===== src/rtl/seg_pkg.sv =====
`default_nettype none
// ============================================================================
//  Module      : seg_pkg
//  Description : Shared definitions for the seven-segment display path.
//                Active-low blank pattern, hex-to-segment lookup table and
//                the per-slot scan state type.
//  Revision    : 1.0  initial release
// ============================================================================
package seg_pkg;

    // Segment order is {g,f,e,d,c,b,a}; a 0 lights the segment.
    localparam logic [6:0] SEG_BLANK = 7'h7F;

    // Packed table indexed directly by the hex nibble (entry 0 is the LSBs).
    localparam logic [15:0][6:0] HEX7SEG_TABLE = {
        7'b0001110,  // F
        7'b0000110,  // E
        7'b0100001,  // d
        7'b1000110,  // C
        7'b0000011,  // b
        7'b0001000,  // A
        7'b0011000,  // 9
        7'b0000000,  // 8
        7'b1111000,  // 7
        7'b0000010,  // 6
        7'b0010010,  // 5
        7'b0011001,  // 4
        7'b0110000,  // 3
        7'b0100100,  // 2
        7'b1111001,  // 1
        7'b1000000   // 0
    };

    typedef enum logic [0:0] {
        BLANK = 1'b0,
        DRIVE = 1'b1
    } scan_state_t;

endpackage : seg_pkg
`default_nettype wire


===== src/rtl/hex7seg.sv =====
`default_nettype none
// ============================================================================
//  Module      : hex7seg
//  Description : Combinational hex digit to active-low seven-segment decoder.
//  Ports       : hex_i  [3:0]  hex digit
//                seg_o  [6:0]  segments {g,f,e,d,c,b,a}, active low
//  Revision    : 1.0  initial release
// ============================================================================
module hex7seg
    import seg_pkg::*;
(
    input  logic [3:0] hex_i,
    output logic [6:0] seg_o
);

    assign seg_o = HEX7SEG_TABLE[hex_i];

endmodule : hex7seg
`default_nettype wire


===== src/rtl/seg_scan_driver.sv =====
`default_nettype none
// ============================================================================
//  Module      : seg_scan_driver
//  Description : Time-multiplexes a 16-bit value (4 hex digits) onto a
//                4-digit seven-segment display. Each digit slot begins with a
//                blanking gap; new data is taken over a valid/ready handshake
//                into a pending register and copied to the display register
//                only at frame boundaries.
//  Ports       : clk_i          system clock
//                rst_n_i        asynchronous reset, active low
//                data_in_i[15:0] digits; [3:0] = digit 0 ... [15:12] = digit 3
//                data_valid_i   data_in_i valid this cycle
//                data_ready_o   pending register empty
//                digit_en_i[3:0] per-digit enable, sampled live
//                seg_o[6:0]     segments {g,f,e,d,c,b,a}, active low
//                comm_o[3:0]    digit anodes, one-hot or zero, active high
//                frame_tick_o   pulse on the first cycle of the digit-0 slot
//  Revision    : 1.0  initial release
// ============================================================================
module seg_scan_driver
    import seg_pkg::*;
#(
    parameter int CLK_HZ       = 12_000_000,
    parameter int SCAN_HZ      = 1_000,
    parameter int BLANK_CYCLES = 64
) (
    input  logic        clk_i,
    input  logic        rst_n_i,
    input  logic [15:0] data_in_i,
    input  logic        data_valid_i,
    output logic        data_ready_o,
    input  logic [3:0]  digit_en_i,
    output logic [6:0]  seg_o,
    output logic [3:0]  comm_o,
    output logic        frame_tick_o
);

    localparam int            DIV       = CLK_HZ / SCAN_HZ;
    localparam int            CW        = (DIV > 1) ? $clog2(DIV) : 1;
    localparam logic [CW-1:0] CNT_LAST  = CW'(DIV - 1);
    localparam logic [CW-1:0] CNT_BLANK = CW'(BLANK_CYCLES);

    logic [CW-1:0] cnt_q,          cnt_d;
    logic [1:0]    idx_q,          idx_d;
    scan_state_t   state_q,        state_d;
    logic [15:0]   pending_q,      pending_d;
    logic          pending_full_q, pending_full_d;
    logic [15:0]   display_q,      display_d;
    logic [6:0]    seg_q,          seg_d;
    logic [3:0]    comm_q,         comm_d;
    logic          ready_q;
    logic          tick_q;

    logic          slot_wrap;
    logic          frame_wrap;
    logic          accept;
    logic          drive_en;
    logic [3:0]    nibble;
    logic [6:0]    nibble_seg;

    hex7seg u_hex7seg (
        .hex_i (nibble),
        .seg_o (nibble_seg)
    );

    // Outputs are registered from the next-state values, so every output
    // register always describes the slot position held in cnt_q/idx_q.
    always_comb begin
        slot_wrap  = (cnt_q == CNT_LAST);
        frame_wrap = slot_wrap && (idx_q == 2'd3);
        accept     = data_valid_i && ready_q;

        cnt_d = slot_wrap ? '0 : cnt_q + CW'(1);
        idx_d = slot_wrap ? idx_q + 2'd1 : idx_q;

        // Reaching the blank length enters DRIVE; a slot wrap restarts BLANK.
        // Testing the DRIVE entry first keeps a zero-length gap working.
        if (cnt_d == CNT_BLANK) begin
            state_d = DRIVE;
        end else if (slot_wrap) begin
            state_d = BLANK;
        end else begin
            state_d = state_q;
        end

        // A full pending register cannot accept, so the boundary transfer
        // and a new accept never collide on the same edge.
        display_d      = display_q;
        pending_full_d = pending_full_q;
        if (frame_wrap && pending_full_q) begin
            display_d      = pending_q;
            pending_full_d = 1'b0;
        end else if (accept) begin
            pending_full_d = 1'b1;
        end
        pending_d = accept ? data_in_i : pending_q;

        nibble   = display_d[{idx_d, 2'b00} +: 4];
        drive_en = (state_d == DRIVE) && digit_en_i[idx_d];
        comm_d   = drive_en ? (4'b0001 << idx_d) : 4'b0000;
        seg_d    = drive_en ? nibble_seg : SEG_BLANK;
    end

    always_ff @(posedge clk_i or negedge rst_n_i) begin
        if (!rst_n_i) begin
            cnt_q          <= '0;
            idx_q          <= 2'd0;
            state_q        <= BLANK;
            pending_q      <= 16'h0000;
            pending_full_q <= 1'b0;
            display_q      <= 16'h0000;
            seg_q          <= SEG_BLANK;
            comm_q         <= 4'h0;
            ready_q        <= 1'b1;
            tick_q         <= 1'b0;
        end else begin
            cnt_q          <= cnt_d;
            idx_q          <= idx_d;
            state_q        <= state_d;
            pending_q      <= pending_d;
            pending_full_q <= pending_full_d;
            display_q      <= display_d;
            seg_q          <= seg_d;
            comm_q         <= comm_d;
            ready_q        <= ~pending_full_d;
            tick_q         <= frame_wrap;
        end
    end

    assign seg_o        = seg_q;
    assign comm_o       = comm_q;
    assign data_ready_o = ready_q;
    assign frame_tick_o = tick_q;

endmodule : seg_scan_driver
`default_nettype wire


===== config.mk =====
export PLATFORM = sky130hd
export DESIGN_NAME = seg_scan_driver
export DESIGN_NICKNAME = d
export VERILOG_FILES = /design/src/rtl/seg_pkg.sv /design/src/rtl/hex7seg.sv /design/src/rtl/seg_scan_driver.sv
export SDC_FILE = /design/constraint.sdc
export NUM_CORES = 1
export LEC_CHECK = 0
export ABC_AREA = 1
export CORE_MARGIN = 2
export CORE_UTILIZATION = 43
export CTS_CLUSTER_DIAMETER = 80
export DETAILED_ROUTE_END_ITERATION = 10
export MAX_ROUTING_LAYER = met4
export PLACE_DENSITY_LB_ADDON = 0.08
export SLEW_MARGIN = 20
export SYNTH_ARGS = -nofsm -noshare
export SYNTH_HDL_FRONTEND = slang
export SYNTH_SLANG_ARGS = --single-unit

===== constraint.sdc =====
create_clock -name clk_i -period 5.6 [get_ports clk_i]
set_input_delay 0.56 -clock clk_i [delete_from_list [all_inputs] [get_ports clk_i]]
set_output_delay 0.56 -clock clk_i [all_outputs]
set_load 0.005 [all_outputs]

* Word-level counts from Yosys, hierarchy flattened *
Memories as Yosys holds them, arrays and structs flattened.
Cells that the tools add are included.

storage, ports and cells
  bits in registers = 63
  ROM bits = 112
  input bits = 23
  output and inout bits = 13
  word-level logic and storage cells = 37
  memories = 1

cells by class
  add/sub/neg operators = 2
  order comparisons = 2
  equality and inequality tests = 3
  shift-type cells = 2
  muxes and demuxes = 12
  bitwise gates (word level) = 1
  reduce and logical (&&, ||, !) cells = 4

memories
  memory            words  width  read ports  clocked after memory_dff  wr ports  line           RTL
  (name not given)  16     7      1           0                         0         hex7seg.sv:16  assign seg_o = HEX7SEG_TABLE[hex_i];

operators by type and width
  operator                                                                 count
  16-bit two-way mux                                                       1
  16-bit by 5-bit indexed part select with 4-bit output                    1
  14-bit by 1-bit adder with 14-bit output (second input constant)         1
  14-bit equality test (second input constant)                             1
  14-bit by 7-bit equality test with 1-bit output (second input constant)  1
  14-bit two-way mux                                                       1
  7-bit two-way mux                                                        2
  4-bit by 5-bit < comparator with 1-bit output (second input constant)    1
  1-bit two-way mux                                                        5
  1-bit logical AND                                                        4
  4-bit two-way mux                                                        1
  1-bit by 2-bit left shift with 4-bit output (first input constant)       1
  2-bit by 3-bit < comparator with 1-bit output (second input constant)    1
  2-bit by 1-bit adder with 2-bit output (second input constant)           1
  1-bit binary-select mux with 2-bit select                                1
  2-bit equality test (second input constant)                              1
  2-bit two-way mux                                                        1
  1-bit inverter                                                           1

* Depth between registers and ports, before layout *
Gate-level depths: netlist (run 1).

  depth in word-level cells = 8
  mapped depth = 17
  depth with buffers taken out = 17

* By module *
From an unflattened synthesis (run 1), not the netlist that was laid out.

unflattened totals
  cells, all modules = 388
  area total of the unflattened synthesis = 3209.3 um^2

modules (own cells, without submodules)
  module           times used  cells an instance  area each (um^2)  sequential area each (um^2)
  seg_scan_driver  1           338                2945.3            1586.5
  hex7seg          1           50                 264.0             0.0

* Worst setup path after synthesis (run 1) *
No wires, ideal clock.

  kind = reg-to-reg
  start point = register cnt_q[0]
  end point = register seg_q[3] (netlist: seg_o[3])
  setup time = 0.083 ns
  arrival time = 2.150 ns
  data required time = 5.517 ns
  slack = 3.367 ns
  stages on the path, launching flop included = 16
  path buffers = 1
  period minus slack after synthesis = 2.233 ns
  cells stage by stage = dfrtp_1 ha_1 nand3_4 nor2_4 nand4_4 buf_6 nand2_1 nand2_1 nand2_1 nand2_1 nor2_1 ha_1 nand2_1 nand2_1 nand2_1 nand3_1

on the way
  word-level cells in the longest chain between the ends = 8
  elaborated cells between the ends (all ways) = 17
  classes of those cells = add/sub (1); eq/ne (2); shift (1); mux (9); reduce/logical (3); memory (1)

ends and longest elaborated chain
  element                                                line                    RTL
  start, declared                                        seg_scan_driver.sv:43   logic [CW-1:0] cnt_q, cnt_d;
  start signal, assigned                                 seg_scan_driver.sv:117  cnt_q <= cnt_d;
  14-bit equality test                                   seg_scan_driver.sv:69   slot_wrap = (cnt_q == CNT_LAST);
  1-bit logical AND                                      seg_scan_driver.sv:70   frame_wrap = slot_wrap && (idx_q == 2'd3);
  1-bit logical AND                                      seg_scan_driver.sv:90   if (frame_wrap && pending_full_q) begin
  16-bit two-way mux                                     seg_scan_driver.sv:90
  named net display_d[4]                                 seg_scan_driver.sv:48   logic [15:0] display_q, display_d;
  16-bit by 5-bit indexed part select with 4-bit output  seg_scan_driver.sv:98   nibble = display_d[{idx_d, 2'b00} +: 4];
  memory read 16 x 7 bit                                 --
  7-bit two-way mux (implied by the code)                hex7seg.sv:16
  7-bit two-way mux                                      seg_scan_driver.sv:101  seg_d = drive_en ? nibble_seg : SEG_BLANK;
  named net seg_d[3]                                     seg_scan_driver.sv:49   logic [6:0] seg_q, seg_d;
  end signal, assigned                                   seg_scan_driver.sv:123  seg_q <= seg_d;
  end, declared                                          seg_scan_driver.sv:49

The timed path passes the listed nets, and every way through them passes these cells. The select of a mux whose other input is x is not followed.
A chain may end at the register's enable or synchronous reset.

* Final worst setup path (run 1) *
Same ends and word-level chain as after synthesis.

==> results of run 1 <==
worst max path at each step:
| stage | slack, ns | from | cells past startpoint | end |
|---|---|---|---|---|
| finish | 3.02 | cnt_q[0] | 14 | seg_o[3] |
| global route | 2.71 | cnt_q[0] | 15 | seg_o[5] |
| CTS | 3.00 | cnt_q[0] | 14 | seg_o[3] |
| detailed placement | 3.05 | cnt_q[0] | 14 | seg_o[3] |
| global placement | 3.10 | cnt_q[0] | 14 | seg_o[3] |
| floorplan | 3.37 | cnt_q[0] | 15 | seg_o[3] |
routing by layer:
metal / GRT usage (%) / vias to the layer above
met5: - / -
met4: 6.72 / 0
met3: 3.45 / 9
met2: 26.5 / 41
met1: 24.4 / 1168
li1: - / 1298
cells in the mapped netlist, types with 2 or more instances:
| library cell | instances |
|---|---|
| nor2_2 | 4 |
| nor2_1 | 22 |
| a21oi_1 | 3 |
| inv_1 | 38 |
| o21ai_0 | 2 |
| nand2_1 | 130 |
| mux2_2 | 16 |
| o21ai_2 | 2 |
| nand3_1 | 29 |
| dfrtp_1 | 55 |
| xor2_1 | 3 |
| nor2_4 | 9 |
| inv_2 | 7 |
| ha_1 | 8 |
| nand3_4 | 2 |
| nand2_2 | 14 |
| nor3_1 | 6 |
| nand2_4 | 3 |
| nand4_1 | 14 |
| dfstp_2 | 8 |
power by group through the flow:
stage	clock, mW	combinational (mW)	sequential [mW]
detailed placement	0	0.0250	0.464
global route	0.402	0.0274	0.455
CTS	0.383	0.0252	0.455
global placement	0	0.0249	0.464
floorplan	0	0.000510	0.464
finish	0.372	0.0240	0.455
cell usage in the layout, fill, tap and decap left out, types with 3 or more instances in the layout:
cell / instances
nor2_2: 4
mux2_2: 16
dfstp_2: 8
a21oi_1: 3
nand2_2: 14
clkbuf_8: 12
nor2_1: 22
nor3_1: 6
nand4_1: 14
nand3_1: 29
nand2_1: 130
nor2_4: 9
dfrtp_1: 55
nand2_4: 3
inv_2: 7
ha_1: 8
inv_1: 38
clkdlybuf4s50_1: 34
xor2_1: 3
state kept, by name (all words and copies together) (netlist names):
register        count
display_q          16
pending_q          16
cnt_q              14
seg_o               7
comm_o              4
idx_q               2
data_ready_o        1
frame_tick_o        1
pending_full_q      1
state_q             1
cells by family after synthesis:
| family | synth area share [%] |
|---|---|
| buffers and inverters | 5.86 |
| xor gates and xnor gates | 0.794 |
| DFF | 47.9 |
| AOI/OAI and AO/OA | 1.78 |
| and+or+nand+nor | 35.2 |
| adders and majority gates | 3.02 |
| muxes | 5.44 |
layout make-up:
cell class | count | area [um^2] | share of cell area, %
Clock buffer | 13 | 169 | 4.28
Inverter | 45 | 169 | 4.28
Tap cell | 99 | 124 | 3.14
Sequential cell | 63 | 1590 | 40.2
Timing Repair Buffer | 36 | 353 | 8.94
Multi-Input combinational cell | 271 | 1530 | 38.8
Clock inverter | 3 | 17.5 | 0.444
==> summary.txt, run 1 <==
Clock tree
  – TritonCTS buffer count: 9
  – Sinks on Clock Net: 63
  – Number of setup buffers added after CTS: 0
  – Root Driver: clkbuf_8
  – Clock transition at path regs: 0.08 ns
  – Clk buf depth: 2
  – TritonCTS clock tree: done
  – Hold bufs inserted after CTS: 0
  – Post-cts sizing count: 0
  – Worst-Skew Late Latency: 0.34 ns
  – H-tree depth: 3

Setup path
  – Crit path max-delay cell type: dfrtp_1
  – Most used cell, CP: nand2_1
  – Reg2reg end: seg_o[3]
  – Buffer and inverter count on the worst path: 0
  – Reg-to-reg startpoint: cnt_q[0]
  – R2R depth: 14
  – Worst path top cell family by delay: simple AND/OR/NAND/NOR gates
  – Worst Path Max Fanout: 17
  – Crit path cell chain: ha_1 > nand3_4 > nor2_4 > nand4_4 > nand2_1 > nand2_1 > nand2_1 > nand2_1 > nor2_1 > ha_1 > nand2_1 > nand2_1 > nand2_1 > nand3_1
  – R2R Setup Slk: 3.02 ns
  – CP Launch Type: register
  – Critical path data required time: 5.86 ns
  – Setup Crit Path Kind: reg2reg
  – CP max stage delay: 0.37 ns
  – CP arrival: 2.84 ns
  – CP endpoint kind: register

Finish
  – Antenna fix cells: 0
  – Post-layout util: 53.6%
  – Post-Layout Inst Area: 3950 um^2
  – Ratio of cells with drive above 1 in the final layout: 19.7%
  – Fillers: 717
  – Area delta synth->final: 19.3%
  – Finished Layout Cells: 530
  – Nets@finish: 457

Yosys
  – Unique cell type count in the Yosys netlist: 28
  – Post-synth EDFFs: 0
  – Primary FF master, synth: dfrtp_1
  – Syn Nets: 414
  – Largest area contributor in the netlist: dfrtp_1
  – Seq/Total Area, Yosys: 47.9%
  – Post-Syn Area: 3310 um^2
  – Async set or reset register ratio after synthesis: 100%
  – Yosys reg bits: 63
  – Synth top area share: 41.6%
  – Cells taking the most area after synthesis: dfrtp_1 42%, nand2_1 15%, dfstp_2 6.3%, mux2_2 5.4%, nand3_1 4.4%
  – Post-Syn Instances: 383
  – Synth warn: 0
  – Avg Inst Size Synth: 8.64 um^2

GRT
  – Initial antenna violation count: 0
  – Maximum number of pins on one net before global-route repair: 64
  – Vias in the first global route: 2407
  – First-pass GRT wire length: 11.5 mm
  – Grt ovf: 0
  – Total global routing track utilization: 17.8%

Drt
  – Uppermost routed layer: met4
  – Routed Antenna Nets: 0
  – Met3 wire len: 206 um
  – First-pass iteration count of the detailed router: 4
  – Final WL: 6.65 mm
  – DRC violations left: 0
  – DR vias: 2516
  – Drt wl/cell: 12.5 um
  – Via density: 4.75
  – Wire length on met1: 3.33 mm
  – Initial drt markers: 107
  – Metal2 WL: 3.02 mm

Power
  – P_int: 0.664 mW
  – Leakage: 2.01 nW
  – Share of power burned in registers: 53.5%
  – Combinational share of power: 2.8%
  – Clock Power Share: 43.7%
  – Total Power: 0.851 mW
  – PD cells: 216 nW/um^2
  – Peak supply drop: 121 uV
  – P_sw: 0.187 mW
  – Sw Share: 21.9%

Run
  – Max Cap Viol: 0

Timing
  – Max Clock Skew: 0.0142 ns
  – Relative slew slack: 47.8%
  – Least-Margin Pin Slew: 0.783 ns
  – Post-Route Setup TNS: 0 ns
  – Hold slack: 0.359 ns
  – Period minus WS final: 2.58 ns
  – Final Cycle Share: 46.0%
  – Final setup fails: 0
  – Max Fclk: 0.388 GHz
  – Hold Fails Final Rpt: 0
  – Slack of the critical path: 3.02 ns
  – Fin. max-slew vios: 0
  – Unrepaired setup endpoints after global routing: no

Floorplan
  – Die Footprint: 8420 um^2
  – Core ar.: 7370 um^2
  – I/O pin total: 36
  – Starting Density: 44.9%
  – Die Ht: 91.7 um
  – Chip width: 91.7 um
  – Std cell rows: 31

Placement
  – Placed Instances: 514
  – Pre-CTS setup slack: 3.05 ns
  – IO Port Bufs: 35
  – Routability cong.: 0.860
  – DPL Wire Length: 4.88 mm
  – Post-DP Area: 3760 um^2

Status
  – Run status: completed

Min path
  – Hold Crit Class: in2async
Note: power is estimated with default switching activity, not from simulation.
==> inputs of run 2 (changes only) <==
==> constraint.sdc (replaced) <==
create_clock -name clk_i -period 2.5 [get_ports clk_i]
set_input_delay 0.25 -clock clk_i [delete_from_list [all_inputs] [get_ports clk_i]]
set_output_delay 0.25 -clock clk_i [all_outputs]
set_load 0.005 [all_outputs]
==> summary.txt, run 2 (same netlist as run 1, synthesis figures left out) <==
Clock tree
  – Clock transition at path regs: 0.07 ns (about the same)
  – Clk buf depth: 2 (unchanged)
  – Worst-Skew Late Latency: 0.35 ns (about the same)
  – TritonCTS buffer count: 9 (unchanged)
  – Root Driver: clkbuf_8
  – H-tree depth: 3 (unchanged)
  – Sinks on Clock Net: 63 (unchanged)
  – TritonCTS clock tree: done

Placement
  – DPL Wire Length: 4.83 mm (-1.1%)
  – Routability cong.: 0.858 (-0.19%)
  – IO Port Bufs: 35 (unchanged)
  – Placed Instances: 522 (+1.6%)
  – Post-DP Area: 3820 um^2 (+1.6%)
  – Pre-CTS setup slack: -0.0243 ns (-3.07 ns)

Setup path
  – CP Launch Type: register
  – Crit path max-delay cell type: dfrtp_1
  – Setup Crit Path Kind: reg2reg
  – Worst Path Max Fanout: 5 (-12)
  – Crit path cell chain: ha_4 > nand3_4 > nor2_4 > nand2_2 > nand2_2 > nand2_4 > nor2_4 > nand2_2 > nand2_2 > nor2_4 > buf_12 > ha_4 > nand2_1 > nand2_1 > nand2_1 > nand3_1
  – Crit path from: cnt_q[1]
  – Reg-to-reg startpoint: cnt_q[1]
  – R2R depth: 16 (+2)
  – CP endpoint kind: register
  – Critical path data required time: 2.79 ns (-3.07 ns)
  – CP arrival: 2.62 ns (-0.22 ns)
  – CP max stage delay: 0.42 ns (+0.05 ns)
  – Most used cell, CP: nand2_2
  – R2R Setup Slk: 0.17 ns (-2.85 ns)

GRT
  – M3 GR Usage: 3.20% (-0.25 points)
  – First-pass GRT wire length: 11.5 mm (-0.23%)
  – Total global routing track utilization: 18.0% (+0.12 points)
  – Vias in the first global route: 2459 (+2.2%)
  – Initial antenna violation count: 0 (unchanged)
  – Maximum number of pins on one net before global-route repair: 64 (unchanged)
  – Grt ovf: 0 (unchanged)
  – Gr busiest metal: met2
  – Met1 usage: 24.2% (-0.20 points)
  – Met2 Usage GRT: 26.0% (-0.49 points)

Min path
  – Hold Crit Class: in2async

Power
  – PD cells: 468 nW/um^2 (+120%)
  – Total Power: 1.97 mW (+130%)
  – Peak supply drop: 303 uV (+150%)
  – Leakage: 2.10 nW (+4.7%)

Floorplan
  – Die Ht: 91.7 um (unchanged)
  – Core ar.: 7370 um^2 (unchanged)
  – Starting Density: 44.9% (unchanged)
  – I/O pin total: 36 (unchanged)
  – Die Footprint: 8420 um^2 (unchanged)
  – Std cell rows: 31 (unchanged)
  – Chip width: 91.7 um (unchanged)

Finish
  – Area delta synth->final: 27.1%
  – Post-Layout Inst Area: 4210 um^2 (+6.6%)
  – Most frequent cells in the layout: 123 x nand2_1, 55 x dfrtp_1, 37 x inv_1, 34 x clkdlybuf4s50_1, 28 x nand3_1
  – Nets@finish: 474 (+3.7%)
  – Top Registers: display_q x16, pending_q x16, cnt_q x14
  – Post-layout util: 57.1% (+3.5 points)
  – Fillers: 672 (-6.3%)
  – Most common cell after layout, fill and taps aside: nand2_1
  – Finished Layout Cells: 547 (+3.2%)
  – Antenna fix cells: 0 (unchanged)
  – Ratio of cells with drive above 1 in the final layout: 25.9% (+6.2 points)

Timing
  – Relative slew slack: 47.1% (-0.77 points)
  – Fin. max-slew vios: 0 (unchanged)
  – Least-Margin Pin Slew: 0.794 ns (+0.0116 ns)
  – Max Clock Skew: 0.0104 ns (-0.00377 ns)
  – Period minus WS final: 2.33 ns (-0.249 ns)
  – Hold slack: 0.0574 ns (-0.302 ns)
  – Slack of the critical path: 0.172 ns (-2.85 ns)
  – Post-Route Setup TNS: 0 ns (unchanged)
  – Final setup fails: 0 (unchanged)
  – Hold Fails Final Rpt: 0 (unchanged)
  – Max Fclk: 0.430 GHz (+11%)
  – Final Cycle Share: 93.1% (+47 points)

Drt
  – Initial drt markers: 96 (-10%)
  – DR vias: 2608 (+3.7%)
  – DRC violations left: 0 (unchanged)
  – First-pass iteration count of the detailed router: 4 (unchanged)
  – Routed Antenna Nets: 0 (unchanged)
  – Drt wl/cell: 12.9 um (+2.7%)
  – Final WL: 7.05 mm (+6.0%)
  – Via density: 4.77 (+0.44%)

Run
  – Max Cap Viol: 0 (unchanged)

Status
  – Run status: completed
==> run 2: final cells by class <==
class                   count  area, um^2  share of cell area (%)
inverters                  45         171                    4.07
well taps                  99         124                    2.94
flip-flops and latches     63        1590                    37.7
repair buffers             52         485                    11.5
multi-input cells         272        1640                    39.0
clock buffers              11         141                    3.36
clock inverters             5        57.6                    1.37
==> run 2: per-layer routing <==
layer,wire (um),vias to the layer above
li1,-,1337
met1,3360,1193
met2,3270,67
met3,277,11
met4,144,0
met5,0,-
==> run 2: final timing paths <==
| path | end |
|---|---|
| max | seg_o[3] |
| min | cnt_q[7] |
| max reg2reg | seg_o[3] |
| min reg2reg | display_q[11] |
| max in group asynchronous | pending_q[13] |
| min in group clk_i | display_q[11] |
==> run 2: what timing repair did <==
item                       in CTS  in global routing
setup endpoints to repair       1                  7
gates cloned                    0                  1
buffers inserted                0                  8
pin swaps                       0                 15
gates resized for setup         1                 22
hold buffers                    0                  0
==> run 2: power by group <==
| group | internal (mW) | leakage, nW | total [mW] | switching [mW] |
|---|---|---|---|---|
| clock network | 0.488 | 0.103 | 0.897 | 0.409 |
| registers | 1.02 | 0.833 | 1.02 | 0 |
| logic | 0.0304 | 1.17 | 0.0543 | 0.0239 |
| total | 1.54 | 2.10 | 1.97 | 0.433 |
==> run 2: critical path, delay by kind of cell (launching register included) <==
| kind | cells | cell delay [ns] |
|---|---|---|
| adder cells (fa/ha/maj) | 2 | 0.44 |
| buffers and inverters | 1 | 0.13 |
| flip-flops | 1 | 0.42 |
| AND/OR/NAND/NOR | 13 | 1.28 |
==> inputs of run 3 (changes only) <==
--- a/config.mk
+++ b/config.mk
@@ -10,6 +10,7 @@
 export CORE_UTILIZATION = 43
 export CTS_CLUSTER_DIAMETER = 80
 export DETAILED_ROUTE_END_ITERATION = 10
+export GPL_ROUTABILITY_DRIVEN = 0
 export MAX_ROUTING_LAYER = met4
 export PLACE_DENSITY_LB_ADDON = 0.08
 export SLEW_MARGIN = 20
==> results of run 3 <==
No change in the layout: final DEF, timing and power equal those of run 2.
